$ cat src/rtl/axi4l_gpio_pkg.sv
// Shared types, register map and byte-lane helpers for the AXI4-Lite GPIO slave.
package axi4l_gpio_pkg;

   typedef enum logic [1:0] {
      RESP_OKAY   = 2'b00,
      RESP_SLVERR = 2'b10
   } resp_t;

   typedef enum logic [1:0] {
      W_IDLE   = 2'd0,
      W_HAVE_A = 2'd1,
      W_HAVE_D = 2'd2,
      W_RESP   = 2'd3
   } wr_state_t;

   typedef enum logic [0:0] {
      R_IDLE = 1'b0,
      R_RESP = 1'b1
   } rd_state_t;

   // Word index taken from ADDR[4:2]
   localparam logic [2:0] OFF_DATA_OUT = 3'd0;
   localparam logic [2:0] OFF_DIR      = 3'd1;
   localparam logic [2:0] OFF_DATA_IN  = 3'd2;
   localparam logic [2:0] OFF_IRQ_EN   = 3'd3;
   localparam logic [2:0] OFF_IRQ_STAT = 3'd4;

   function automatic logic [31:0] strb_mask(input logic [3:0] strb);
      logic [31:0] m;
      for (int i = 0; i < 4; i++) m[i*8 +: 8] = {8{strb[i]}};
      return m;
   endfunction

   function automatic logic [31:0] apply_wstrb(input logic [31:0] old,
                                                input logic [31:0] wd,
                                                input logic [3:0]  strb);
      logic [31:0] m;
      m = strb_mask(strb);
      return (old & ~m) | (wd & m);
   endfunction

endpackage

$ cat src/rtl/axi4l_gpio_slave_gpio_in_sync.sv
// Two-flop pin synchronizer with a one-cycle rising-edge pulse per bit.
module gpio_in_sync #(
   parameter int unsigned WIDTH = 32
) (
   input  logic             clk,
   input  logic             rst,
   input  logic [WIDTH-1:0] pins,
   output logic [WIDTH-1:0] sync,
   output logic [WIDTH-1:0] rise_c
);

   logic [WIDTH-1:0] meta_q;
   logic [WIDTH-1:0] prev_q;

   always_ff @(posedge clk) begin
      if (rst) begin
         meta_q <= '0;
         sync   <= '0;
         prev_q <= '0;
      end else begin
         meta_q <= pins;
         sync   <= meta_q;
         prev_q <= sync;
      end
   end

   assign rise_c = sync & ~prev_q;

endmodule

$ cat src/rtl/axi4l_gpio_slave.sv
// AXI4-Lite subordinate holding the GPIO register file (out, dir, in, irq enable/status).
module axi4l_gpio_slave
   import axi4l_gpio_pkg::*;
#(
   parameter int unsigned ADDR_WIDTH = 8,
   parameter int unsigned DATA_WIDTH = 32,
   parameter int unsigned GPIO_WIDTH = 32
) (
   input  logic                    clk,
   input  logic                    rst,
   input  logic [ADDR_WIDTH-1:0]   AWADDR,
   input  logic                    AWVALID,
   output logic                    AWREADY,
   input  logic [DATA_WIDTH-1:0]   WDATA,
   input  logic [DATA_WIDTH/8-1:0] WSTRB,
   input  logic                    WVALID,
   output logic                    WREADY,
   output logic [1:0]              BRESP,
   output logic                    BVALID,
   input  logic                    BREADY,
   input  logic [ADDR_WIDTH-1:0]   ARADDR,
   input  logic                    ARVALID,
   output logic                    ARREADY,
   output logic [DATA_WIDTH-1:0]   RDATA,
   output logic [1:0]              RRESP,
   output logic                    RVALID,
   input  logic                    RREADY,
   input  logic [GPIO_WIDTH-1:0]   gpio_in,
   output logic [GPIO_WIDTH-1:0]   gpio_out,
   output logic [GPIO_WIDTH-1:0]   gpio_oe,
   output logic                    irq
);

   localparam int unsigned STRB_WIDTH = DATA_WIDTH / 8;

   wr_state_t wr_state, wr_next;
   rd_state_t rd_state, rd_next;

   logic [ADDR_WIDTH-1:0] awaddr_q;
   logic [DATA_WIDTH-1:0] wdata_q;
   logic [STRB_WIDTH-1:0] wstrb_q;

   logic                  wr_commit;
   logic [ADDR_WIDTH-1:0] wr_addr_c;
   logic [DATA_WIDTH-1:0] wr_data_c;
   logic [STRB_WIDTH-1:0] wr_strb_c;
   logic [2:0]            wr_idx;
   logic                  wr_ok;

   logic [2:0]            rd_idx;
   logic                  rd_ok;
   logic [DATA_WIDTH-1:0] rd_val;

   logic [GPIO_WIDTH-1:0] data_out_q, dir_q, irq_en_q, irq_stat_q;
   logic [GPIO_WIDTH-1:0] in_sync, in_rise, stat_clr;

   logic aw_hs, w_hs, ar_hs;
   logic unused_addr_lsbs;

   assign aw_hs = AWVALID & AWREADY;
   assign w_hs  = WVALID & WREADY;
   assign ar_hs = ARVALID & ARREADY;

   gpio_in_sync #(.WIDTH(GPIO_WIDTH)) u_sync (
      .clk    (clk),
      .rst    (rst),
      .pins   (gpio_in),
      .sync   (in_sync),
      .rise_c (in_rise)
   );

   // Write FSM state register
   always_ff @(posedge clk) begin
      if (rst) wr_state <= W_IDLE;
      else     wr_state <= wr_next;
   end

   // Write next state; selects live bus fields or latched halves for the commit
   always_comb begin
      wr_next   = wr_state;
      wr_commit = 1'b0;
      wr_addr_c = awaddr_q;
      wr_data_c = wdata_q;
      wr_strb_c = wstrb_q;
      case (wr_state)
         W_IDLE: begin
            if (aw_hs && w_hs) begin
               wr_commit = 1'b1;
               wr_addr_c = AWADDR;
               wr_data_c = WDATA;
               wr_strb_c = WSTRB;
               wr_next   = W_RESP;
            end else if (aw_hs) begin
               wr_next = W_HAVE_A;
            end else if (w_hs) begin
               wr_next = W_HAVE_D;
            end
         end
         W_HAVE_A: begin
            if (w_hs) begin
               wr_commit = 1'b1;
               wr_data_c = WDATA;
               wr_strb_c = WSTRB;
               wr_next   = W_RESP;
            end
         end
         W_HAVE_D: begin
            if (aw_hs) begin
               wr_commit = 1'b1;
               wr_addr_c = AWADDR;
               wr_next   = W_RESP;
            end
         end
         W_RESP: begin
            if (BREADY) wr_next = W_IDLE;
         end
         default: wr_next = W_IDLE;
      endcase
   end

   assign wr_idx = wr_addr_c[4:2];
   assign wr_ok  = (wr_addr_c[ADDR_WIDTH-1:5] == '0) && (wr_idx <= OFF_IRQ_STAT)
                   && (wr_idx != OFF_DATA_IN);

   // Write channel registered outputs and latched halves
   always_ff @(posedge clk) begin
      if (rst) begin
         AWREADY  <= 1'b0;
         WREADY   <= 1'b0;
         BVALID   <= 1'b0;
         BRESP    <= RESP_OKAY;
         awaddr_q <= '0;
         wdata_q  <= '0;
         wstrb_q  <= '0;
      end else begin
         AWREADY <= (wr_next == W_IDLE) || (wr_next == W_HAVE_D);
         WREADY  <= (wr_next == W_IDLE) || (wr_next == W_HAVE_A);
         BVALID  <= (wr_next == W_RESP);
         if (wr_commit) BRESP <= wr_ok ? RESP_OKAY : RESP_SLVERR;
         if (aw_hs) awaddr_q <= AWADDR;
         if (w_hs) begin
            wdata_q <= WDATA;
            wstrb_q <= WSTRB;
         end
      end
   end

   assign stat_clr = (wr_commit && wr_ok && (wr_idx == OFF_IRQ_STAT))
                     ? GPIO_WIDTH'(wr_data_c & strb_mask(wr_strb_c)) : '0;

   // Register file; a new edge in the same cycle as a W1C keeps the bit set
   always_ff @(posedge clk) begin
      if (rst) begin
         data_out_q <= '0;
         dir_q      <= '0;
         irq_en_q   <= '0;
         irq_stat_q <= '0;
         irq        <= 1'b0;
      end else begin
         if (wr_commit && wr_ok) begin
            case (wr_idx)
               OFF_DATA_OUT: data_out_q <= GPIO_WIDTH'(apply_wstrb(32'(data_out_q), wr_data_c, wr_strb_c));
               OFF_DIR:      dir_q      <= GPIO_WIDTH'(apply_wstrb(32'(dir_q), wr_data_c, wr_strb_c));
               OFF_IRQ_EN:   irq_en_q   <= GPIO_WIDTH'(apply_wstrb(32'(irq_en_q), wr_data_c, wr_strb_c));
               default: ;
            endcase
         end
         irq_stat_q <= (irq_stat_q & ~stat_clr) | in_rise;
         irq        <= |(irq_stat_q & irq_en_q);
      end
   end

   assign gpio_out = data_out_q;
   assign gpio_oe  = dir_q;

   // Read FSM state register
   always_ff @(posedge clk) begin
      if (rst) rd_state <= R_IDLE;
      else     rd_state <= rd_next;
   end

   always_comb begin
      rd_next = rd_state;
      case (rd_state)
         R_IDLE:  if (ar_hs) rd_next = R_RESP;
         R_RESP:  if (RREADY) rd_next = R_IDLE;
         default: rd_next = R_IDLE;
      endcase
   end

   assign rd_idx = ARADDR[4:2];
   assign rd_ok  = (ARADDR[ADDR_WIDTH-1:5] == '0) && (rd_idx <= OFF_IRQ_STAT);

   // Read mux samples pre-write register values
   always_comb begin
      rd_val = '0;
      case (rd_idx)
         OFF_DATA_OUT: rd_val = DATA_WIDTH'(data_out_q);
         OFF_DIR:      rd_val = DATA_WIDTH'(dir_q);
         OFF_DATA_IN:  rd_val = DATA_WIDTH'(in_sync);
         OFF_IRQ_EN:   rd_val = DATA_WIDTH'(irq_en_q);
         OFF_IRQ_STAT: rd_val = DATA_WIDTH'(irq_stat_q);
         default:      rd_val = '0;
      endcase
      if (!rd_ok) rd_val = '0;
   end

   always_ff @(posedge clk) begin
      if (rst) begin
         ARREADY <= 1'b0;
         RVALID  <= 1'b0;
         RDATA   <= '0;
         RRESP   <= RESP_OKAY;
      end else begin
         ARREADY <= (rd_next == R_IDLE);
         RVALID  <= (rd_next == R_RESP);
         if (ar_hs) begin
            RDATA <= rd_val;
            RRESP <= rd_ok ? RESP_OKAY : RESP_SLVERR;
         end
      end
   end

   assign unused_addr_lsbs = ^{wr_addr_c[1:0], ARADDR[1:0]};

endmodule

$ cat config.mk
export PLATFORM = sky130hd
export DESIGN_NAME = axi4l_gpio_slave
export DESIGN_NICKNAME = d
export VERILOG_FILES = /design/src/rtl/axi4l_gpio_pkg.sv /design/src/rtl/axi4l_gpio_slave_gpio_in_sync.sv /design/src/rtl/axi4l_gpio_slave.sv
export SDC_FILE = /design/constraint.sdc
export NUM_CORES = 1
export LEC_CHECK = 0
export BUFFER_PORTS_ARGS = -buffer_cell sky130_fd_sc_hd__buf_2
export CORE_UTILIZATION = 45
export DETAILED_ROUTE_END_ITERATION = 8
export HOLD_SLACK_MARGIN = 0.02
export PLACE_DENSITY = 0.67
export SLEW_MARGIN = 5
export SYNTH_ARGS = -nofsm -noshare
export SYNTH_HDL_FRONTEND = slang
export SYNTH_HIERARCHICAL = 1
export SYNTH_SLANG_ARGS = --single-unit
$ cat constraint.sdc
create_clock -name clk -period 3.7 [get_ports clk]
set_input_delay 0.555 -clock clk [delete_from_list [all_inputs] [get_ports clk]]
set_output_delay 0.555 -clock clk [all_outputs]
set_load 0.01 [all_outputs]
==> results.toml, run 1 <==
[finish]
diodes = 0
mostFrequentLayoutCells = "dfxtp_1, buf_2, mux2i_1"
synthToLayoutAreaGrowth_pct = 18.20
finish.utilization_pct = 54.85
final_common_cell = "dfxtp_1"
fin_nets = 1553
drive_above_1_share_pct = 23.08

[synth]
avgSynthCellArea_um2 = 9.675
syn_inst = 1307
synth.distinct_cells = 45
ys_seq_elements = 308
synth-warning-count = 6
netlist_area_mm2 = 0.01265
ys_seq_area_share_pct = 48.76

[sta]
setup_viol_count_final = 0
slew_headroom_pct = 46.87
rsz0062_at_grt = "no"
post-route-period-util_pct = 68.16
fin_tns_setup_ns = 0
skew_ns = 0.01147
max_freq_mhz = 396.5
worstMarginPinSlew_ns = 0.7926
drv_slew = 0
hold_viol = 0
min_period_ns = 2.522
layout_setup_ws_ns = 1.178

[place]
dp_slack_ns = 0.9664
hpwl_mm = 24.13
gp_congestion = 0.8163
io_buffers = 190

[critical_path]
r2r_cells = 5
rrSetupSlack_ns = 1.18
worst_ep_arrival_time_ns = 2.88
cp.buffers_inverters = 0
slowest_delay_ns = 0.73
path_cells = "a21oi_2 > nor2_1 > mux2_2 > or3_1 > mux2i_1"
crit_path_top_delay_cell = "or3_1"
crit_required_ns = 4.05
cp-start-kind = "register"
crit_path_max_fanout = 10
r2r_start = "wr_state[1]"
crit_path_end_kind = "register"
crit_family = "simple AND/OR/NAND/NOR gates"
critPathKind = "reg -> reg"

[power_and_ir_drop]
peakVddDrop_mv = 0.2609
power_density_mw_per_mm2 = 484.5
p_leak_nw = 6.297

[clocking]
cts_made_buffers = 34
cts_tree = "built"
cts.sink_count = 308
cts_resized = 0
cts_hold_buf = 0
cts_setup_buffers = 0
clockBufferDepth = 3
cts_root_buf = "clkbuf_16"
insertion_delay_ns = 0.50
htreeDepth = 2
path_clk_slew_ns = 0.06

[worst_hold_path]
holdPathEnd = "u_sync/meta_q[1]"
hold_depth = 2
hold_class = "in -> reg"
min_from = "gpio_in[1]"

[drt]
wl_mm = 35.59
detail_route.wl_per_cell_um = 19.20
vias = 9976
drtAntennaViolNets = 0
dr.pass1.iters = 6
drt_iter0_drc = 734
via_per_inst = 5.381
post-route-drc-count = 0

[floorplan]
pin_count = 197
core_mm2 = 0.02725
rows = 60
dieArea_mm2 = 0.02878
die_w_um = 169.6
initial_utilization_pct = 46.40
die_y_um = 169.6

[global_routing]
grt_pass1_wl_mm = 54.15
met3_usage_pct = 3.988
grt_usage_pct = 24.54
antenna_found_initial = 0
grt.busiest_layer = "met2"
overflow = 0
grt_start_max_net_pins = 123
grt_pass1_vias = 9547
use_met1_pct = 32.95
grt_use_met2_pct = 39.79

[job]
drv_cap = 0

[status]
outcome = "complete, no violations"
==> layer usage <==
layer	vias to the layer above	wire length, um
li1	4848	-
met3	56	2201
met4	0	961
met1	4731	16030
met5	-	0
met2	341	16400
==> worst max path at each step <==
stage | depth (start not counted) | slack, ns | to | from
2_1_floorplan | 6 | 1.47 | register | AWADDR[7]
4_1_cts | 5 | 1.18 | register | wr_state[1]
3_5_place_dp | 6 | 0.97 | register | AWADDR[7]
5_1_grt | 5 | 1.01 | register | wr_state[1]
3_3_place_gp | 6 | 0.99 | register | AWADDR[7]
6_report | 5 | 1.18 | register | wr_state[1]
==> power breakdown <==
part,switching [mW],internal [mW],leakage [nW]
Clock,1.30,1.97,0.535
Sequential,0.0606,3.41,2.51
Combinational,0.301,0.197,3.26
Total,1.66,5.58,6.30
==> Yosys cell counts (all sizes together) <==
cell type  count  area, um2
dfxtp        308       6166
mux2i        135       1351
nor2b        131      819.5
a22oi        110      825.8
nor2         102      382.9
nand2b        99      619.3
nand2         92      345.3
clkbuf        64      240.2
a21oi         53      269.0
a211oi        33      247.7
o22ai         33      220.2
mux2          32      360.4
or2           32      200.2
buf           31      202.7
or3           10      62.56
nor3           9      76.33
nand4          4      25.02
o211ai         4      48.79
and2           2      12.51
inv            2      7.510
nand3          2      10.01
nand3b         2      15.01
nor4           2      12.51
nor4b          2      17.52
o21a           2      15.01
or4            2      18.77
a21o           1      7.510
a311oi         1      8.760
a31oi          1      6.260
and3b          1      8.760
conb           1      3.750
nor3b          1      7.510
o31a           1      8.760
or3b           1      8.760
or4b           1      13.76
==> through the flow <==
| step | hold WS (ns) | cells | area (um2) | power [mW] |
|---|---|---|---|---|
| 4_1_cts | 0.2399 | 1854 | 14950 | 7.288 |
| 2_1_floorplan | 0.4138 | 1308 | 12650 | 3.849 |
| 3_5_place_dp | 0.4220 | 1798 | 13870 | 4.035 |
| 5_1_grt | 0.2484 | 1854 | 14950 | 7.493 |
| 6_report | 0.2533 | 1854 | 14950 | 7.242 |
| 3_3_place_gp | 0.4146 | 1798 | 13870 | 4.023 |
==> kinds of logic (layout without fill, tap and decap cells) <==
| logic type | after synthesis | count (layout) | share of synthesized area, % |
|---|---|---|---|
| other cells | 1 | 2 | 0.02965 |
| mux | 167 | 167 | 13.54 |
| buf+inv | 97 | 271 | 3.562 |
| simple gates | 495 | 495 | 21.01 |
| compound gates | 239 | 239 | 13.11 |
| flops | 308 | 308 | 48.76 |
==> cell type report <==
cell class                 count  area (um2)
fill                        2493       12300
sequential                   308        6166
multi-input combinational    903        6057
timing repair buffer         213        1171
clock buffer                  51        1026
tap                          372       465.4
clock inverter                 5       53.80
inverter                       2       7.507
No activity file was read; power rests on OpenSTA's default activity.
==> run 2: changes to the inputs <==
Settings changed: ABC_AREA set to 1, PLACE_DENSITY 0.67 to 0.68.
Clock period 3.7 ns to 2.3 ns, I/O delays scaled along.
==> results.toml, run 2 <==
[status]
outcome = "complete, but fails checks"
violations = "design-rule violations"

[power_and_ir_drop]
pwr-share-seq_pct = 42.7
power_mw = 13.16
combPwrFrac_pct = 12.6
p_sw_mw = 3.489
peakVddDrop_mv = 0.4543
power_density_mw_per_mm2 = 762.3
p_leak_nw = 8.130
pwr-share-clk_pct = 44.8
swShare_pct = 26.52
intPower_mw = 9.666

[critical_path]
cp.buffers_inverters = 1
crit_path_top_delay_cell = "dfxtp_1"
worst_ep_arrival_time_ns = 2.54
crit_path_end_kind = "register"
crit_path_max_fanout = 10
crit_required_ns = 2.69
timing.critical_path.from = "wr_state[1]"
path_cells = "inv_1 > nor2_1 > nand3_1 > nand2_1 > nor2_2 > nor2_4 > nand3_1 > nand2_1 > a21oi_1"
r2r_cells = 9
cp.depth = 9
slowest_delay_ns = 0.48
crit_family = "simple AND/OR/NAND/NOR gates"
rrSetupSlack_ns = 0.15
cp-start-kind = "register"
r2r_start = "wr_state[1]"
critPathKind = "reg -> reg"

[global_routing]
grt_usage_pct = 26.11
overflow = 0
grt_start_max_net_pins = 66
antenna_found_initial = 0
grt_pass1_vias = 13189
grt_pass1_wl_mm = 68.03

[finish]
final_cells = 2790
diodes = 0
synthToLayoutAreaGrowth_pct = 21.09
drive_above_1_share_pct = 15.04
fin_nets = 2458
final_common_cell = "nand2_1"
mostFrequentLayoutCells = "nand2_1, inv_1, nor2_1"
finish.utilization_pct = 55.83

[sta]
slew_headroom_pct = 66.14
fin_tns_setup_ns = 0
skew_ns = 0.02854
setup_viol_count_final = 0
worstMarginPinSlew_ns = 0.5026
hold_viol = 0
post-route-period-util_pct = 93.54
drv_slew = 0
min_period_ns = 2.151
max_freq_mhz = 464.8
rsz0062_at_grt = "no"

[drt]
detail_route.wl_per_cell_um = 15.46
post-route-drc-count = 9
drt_iter0_drc = 1237
via_per_inst = 5.056
vias = 14107
wl_mm = 43.13
dr.pass1.iters = 8
drtAntennaViolNets = 0

[synth]
synth_compound_area_share_pct = 10.24
synth-warning-count = 6
synth_top_family_by_area = "simple AND/OR/NAND/NOR gates"
ys_seq_elements = 308
synth.distinct_cells = 31
synth_edf_count = 0
yosysMostFrequentCell = "nand2_1"
synth_commonest_cells = "nand2_1, inv_1, nor2_1, dfxtp_1, a21oi_1"
netlist_area_mm2 = 0.01425
synthArstFlopShare_pct = 0
synth-simple-area-share_pct = 31.85
synth_top_area_cell = "dfxtp_1"
netlist.area_leader.share_pct = 43.27
synthAdderAreaFrac_pct = 0
synth.area.top_cells = "dfxtp_1, nand2_1, inv_1"
yosys.area_share.xor_xnor_pct = 0
syn_inst = 2172
synthFlopType = "dfxtp_1"
ys_seq_area_share_pct = 43.27
avgSynthCellArea_um2 = 6.561
synthMuxAreaShare_pct = 0

[job]
drv_cap = 0

[clocking]
cts_tree = "built"
cts_root_buf = "clkbuf_16"
insertion_delay_ns = 0.52
path_clk_slew_ns = 0.06
htreeDepth = 2
cts.sink_count = 308
cts_made_buffers = 36
clockBufferDepth = 3

[floorplan]
dieArea_mm2 = 0.03239
die_w_um = 180.0
rows = 64
initial_utilization_pct = 46.11
core_mm2 = 0.03091
pin_count = 197
die_y_um = 180.0

[place]
gp_congestion = 0.9589
placed_cells = 2716
hpwl_mm = 29.14
io_buffers = 190

[worst_hold_path]
hold_class = "in -> reg"
run 2: changes by cell type in the layout (fill, tap and decap cells not counted), moves of 32 or more:
cell      previous run  this run
mux2_2              32         0
nor2_1             101       371
o21ai_0              0        69
nor2b_1            129         0
a211oi_1            33         1
nand2b_1            99         0
mux2i_1            135         0
nand2_1             92       550
inv_1                2       398
a21oi_1             51       111
buf_4               20        55
a22oi_1            110         0
nand4_1              4        68
nand3_1              2        65
run 2: how the worst min path moves through the flow:
stage                startpoint           endpoint  cells after the start
2_1_floorplan  u_sync/meta_q[0]     u_sync/sync[0]                      2
3_3_place_gp   u_sync/meta_q[5]     u_sync/sync[5]                      2
3_5_place_dp   u_sync/meta_q[3]     u_sync/sync[3]                      2
4_1_cts              gpio_in[6]   u_sync/meta_q[6]                      3
5_1_grt             gpio_in[17]  u_sync/meta_q[17]                      3
6_report            gpio_in[11]  u_sync/meta_q[11]                      3
run 2: power groups by stage:
stage                     Combinational, mW  Sequential (mW)  Clock, mW
after floorplan                       0.990             5.70          0
after global placement                 1.58             5.72          0
after detailed placement               1.60             5.72          0
after CTS                              1.62             5.61       5.98
after global routing                   1.81             5.63       6.21
final                                  1.65             5.61       5.89
run 2: per-layer routing:
| layer | GRT usage (%) | vias up | part of all wire [%] | wire (um) |
|---|---|---|---|---|
| li1 | - | 7043 | - | - |
| met2 | 43.36 | 554 | 46 | 19820 |
| met5 | 0 | - | 0 | 0 |
| met1 | 33.66 | 6422 | 43 | 18460 |
| met4 | 10.45 | 0 | 3.6 | 1561 |
| met3 | 4.417 | 88 | 7.6 | 3288 |
run 2: worst min-delay path, delay by kind of cell:
kind                   cells  cell delay, ns
and+or+nand+nor            1            0.07
buffers and inverters      2            0.10
run 2: what timing repair did:
item	CTS	global route
endpoints found under the hold margin	5	0
buffers inserted	0	2
gates resized for setup	0	6
setup endpoints to repair	0	75
hold buffers	5	0
run 2: area by class of cell:
class / count / area [um2]
sequential: 308 / 6167
fill: 2976 / 13650
inverter: 400 / 1501
tap: 396 / 495.5
timing repair buffer: 270 / 1826
multi-input combinational: 1351 / 6038
clock buffer: 47 / 992.2
clock inverter: 18 / 236.5
run 2: logic make-up after synthesis:
logic type / Yosys count
buffers and inverters: 514
other: 1
flip-flops: 308
AND/OR/NAND/NOR: 1090
AO/OA/AOI/OAI: 259
run 2: per-stage QoR:
step	area (um2)	hold slack (ns)	worst slack (ns)
finish	17260	0.03197	0.1487
global route	17260	0.02913	0.0009606
CTS	17160	0.02033	0.08919
detailed placement	15890	0.3922	0.001565
global placement	15890	0.3894	0.003926
floorplan	14250	0.3883	0.4578
==> run 3: changes to the inputs <==
Settings changed: CORE_ASPECT_RATIO set to 1.25.
==> results.toml, run 3 (synthesis results as in run 2) <==
[critical_path]
worst_ep_arrival_time_ns = 2.62
path_cells = "nand2_1 > inv_2 > nand2_1 > nand2_1 > nand3_1 > nand2_1 > a21oi_2 > buf_12 > nand3_2 > nand2_1 > nand2_1 > nor2_1"
critPathKind = "reg -> reg"
cpMostUsedCell = "nand2_1"
crit_path_end_kind = "register"
timing.critical_path.from = "WREADY"
crit_path_top_delay_cell = "dfxtp_1"
rrSetupSlack_ns = 0.18
r2r_start = "WREADY"
crit_required_ns = 2.80
crit_path_max_fanout = 36
slowest_delay_ns = 0.31
cp-start-kind = "register"

[finish]
fin_nets = 2479
final_common_cell = "nand2_1"
drive_above_1_share_pct = 14.41
final_cells = 2815
design_area_mm2 = 0.01721
mostFrequentLayoutCells = "nand2_1, inv_1, nor2_1"
diodes = 0
n_fill_cell = 3044
synthToLayoutAreaGrowth_pct = 20.77
finish.utilization_pct = 55.38

[place]
io_buffers = 190
gp_congestion = 0.9006
hpwl_mm = 30.18
placed_cell_area_mm2 = 0.01589
placed_cells = 2731

[global_routing]
grt_start_max_net_pins = 63
grt_pass1_vias = 13533
antenna_found_initial = 1
overflow = 0
grt_pass1_wl_mm = 68.14
grt_usage_pct = 26.30

[floorplan]
die_w_um = 161.2
rows = 72
die_y_um = 201.0
pin_count = 197
dieArea_mm2 = 0.03239
initial_utilization_pct = 45.85
core_mm2 = 0.03108

[drt]
vias = 14138
dr.pass1.iters = 6
wl_mm = 42.95
via_per_inst = 5.022
post-route-drc-count = 0
detail_route.wl_per_cell_um = 15.26
drtAntennaViolNets = 0
drt_iter0_drc = 1046

[sta]
skew_ns = 0.01972
max_freq_mhz = 472.3
rsz0062_at_grt = "yes"
drv_slew = 0
post-route-period-util_pct = 92.05
setup_viol_count_final = 0
hold_viol = 0
min_period_ns = 2.117
worstMarginPinSlew_ns = 0.6213
slew_headroom_pct = 58.14

[status]
outcome = "complete, no violations"

[power_and_ir_drop]
peakVddDrop_mv = 0.5390
power_density_mw_per_mm2 = 706.1
p_leak_nw = 8.078
power_mw = 12.15

[clocking]
clockBufferDepth = 3
path_clk_slew_ns = 0.06
cts_setup_buffers = 0
cts_root_buf = "clkbuf_16"
cts_tree = "built"
cts_made_buffers = 30
cts.sink_count = 308
insertion_delay_ns = 0.58
htreeDepth = 1

[worst_hold_path]
min_from = "gpio_in[24]"
hold_class = "in -> reg"

[job]
drv_cap = 0
run 3: cell count changes in the layout (fill, tap and decap cells not counted), sizes merged:
cell and change:
buf +1, bufinv -4, clkbuf -5, clkinv -3, clkinvlp +1, dlygate4sd3 +27
inv -3
run 3: routing by layer:
metal / share of wire (%) / vias to the layer above / track usage [%]
li1: - / 7066 / -
met1: 40 / 6441 / 30.77
met2: 47 / 495 / 44.44
met3: 6.5 / 134 / 3.905
met4: 6.7 / 2 / 17.39
met5: 0.023 / - / 0
run 3: worst max-delay path, delay by kind of cell, from the launching register on:
family | cells | cell delay, ns
and+or+nand+nor | 9 | 1.17
buffers and inverters | 2 | 0.34
DFF | 1 | 0.31
AOI/OAI and AO/OA | 1 | 0.21
run 3: final timing paths:
check                            to  cells past startpoint
hold / removal    u_sync/meta_q[24]                      3
hold reg to reg     u_sync/sync[30]                      2
setup reg to reg           register                     12
setup / recovery           register                     12
run 3: what timing repair did:
action	in CTS	in global routing
hold buffers	32	0
resized for setup	0	4
setup endpoints to repair	0	22
hold endpoints to repair	32	0
run 3: cell type report:
class	count	area [um2]	area share, %
clock inverters	9	97.59	0.5670
repair buffers	297	2018	11.73
well taps	407	509.2	2.959
flip-flops and latches	308	6166	35.82
inverters	400	1505	8.745
clock buffers	43	879.6	5.111
multi-input cells	1351	6036	35.07
run 3: power breakdown:
| part | switching, mW | internal, mW |
|---|---|---|
| clock | 2.12 | 2.76 |
| sequential | 0.0956 | 5.51 |
| combinational | 1.11 | 0.559 |
run 3: per-stage QoR:
stage / TNS (ns) / setup WS [ns] / hold slack [ns]
final: 0 / 0.1827 / 0.04216
after detailed placement: 0 / 0.04655 / 0.3916
after global routing: -0.008034 / -0.008034 / 0.03223
after global placement: 0 / 0.05352 / 0.3903
after CTS: 0 / 0.1613 / 0.02235
after floorplan: 0 / 0.4578 / 0.3883
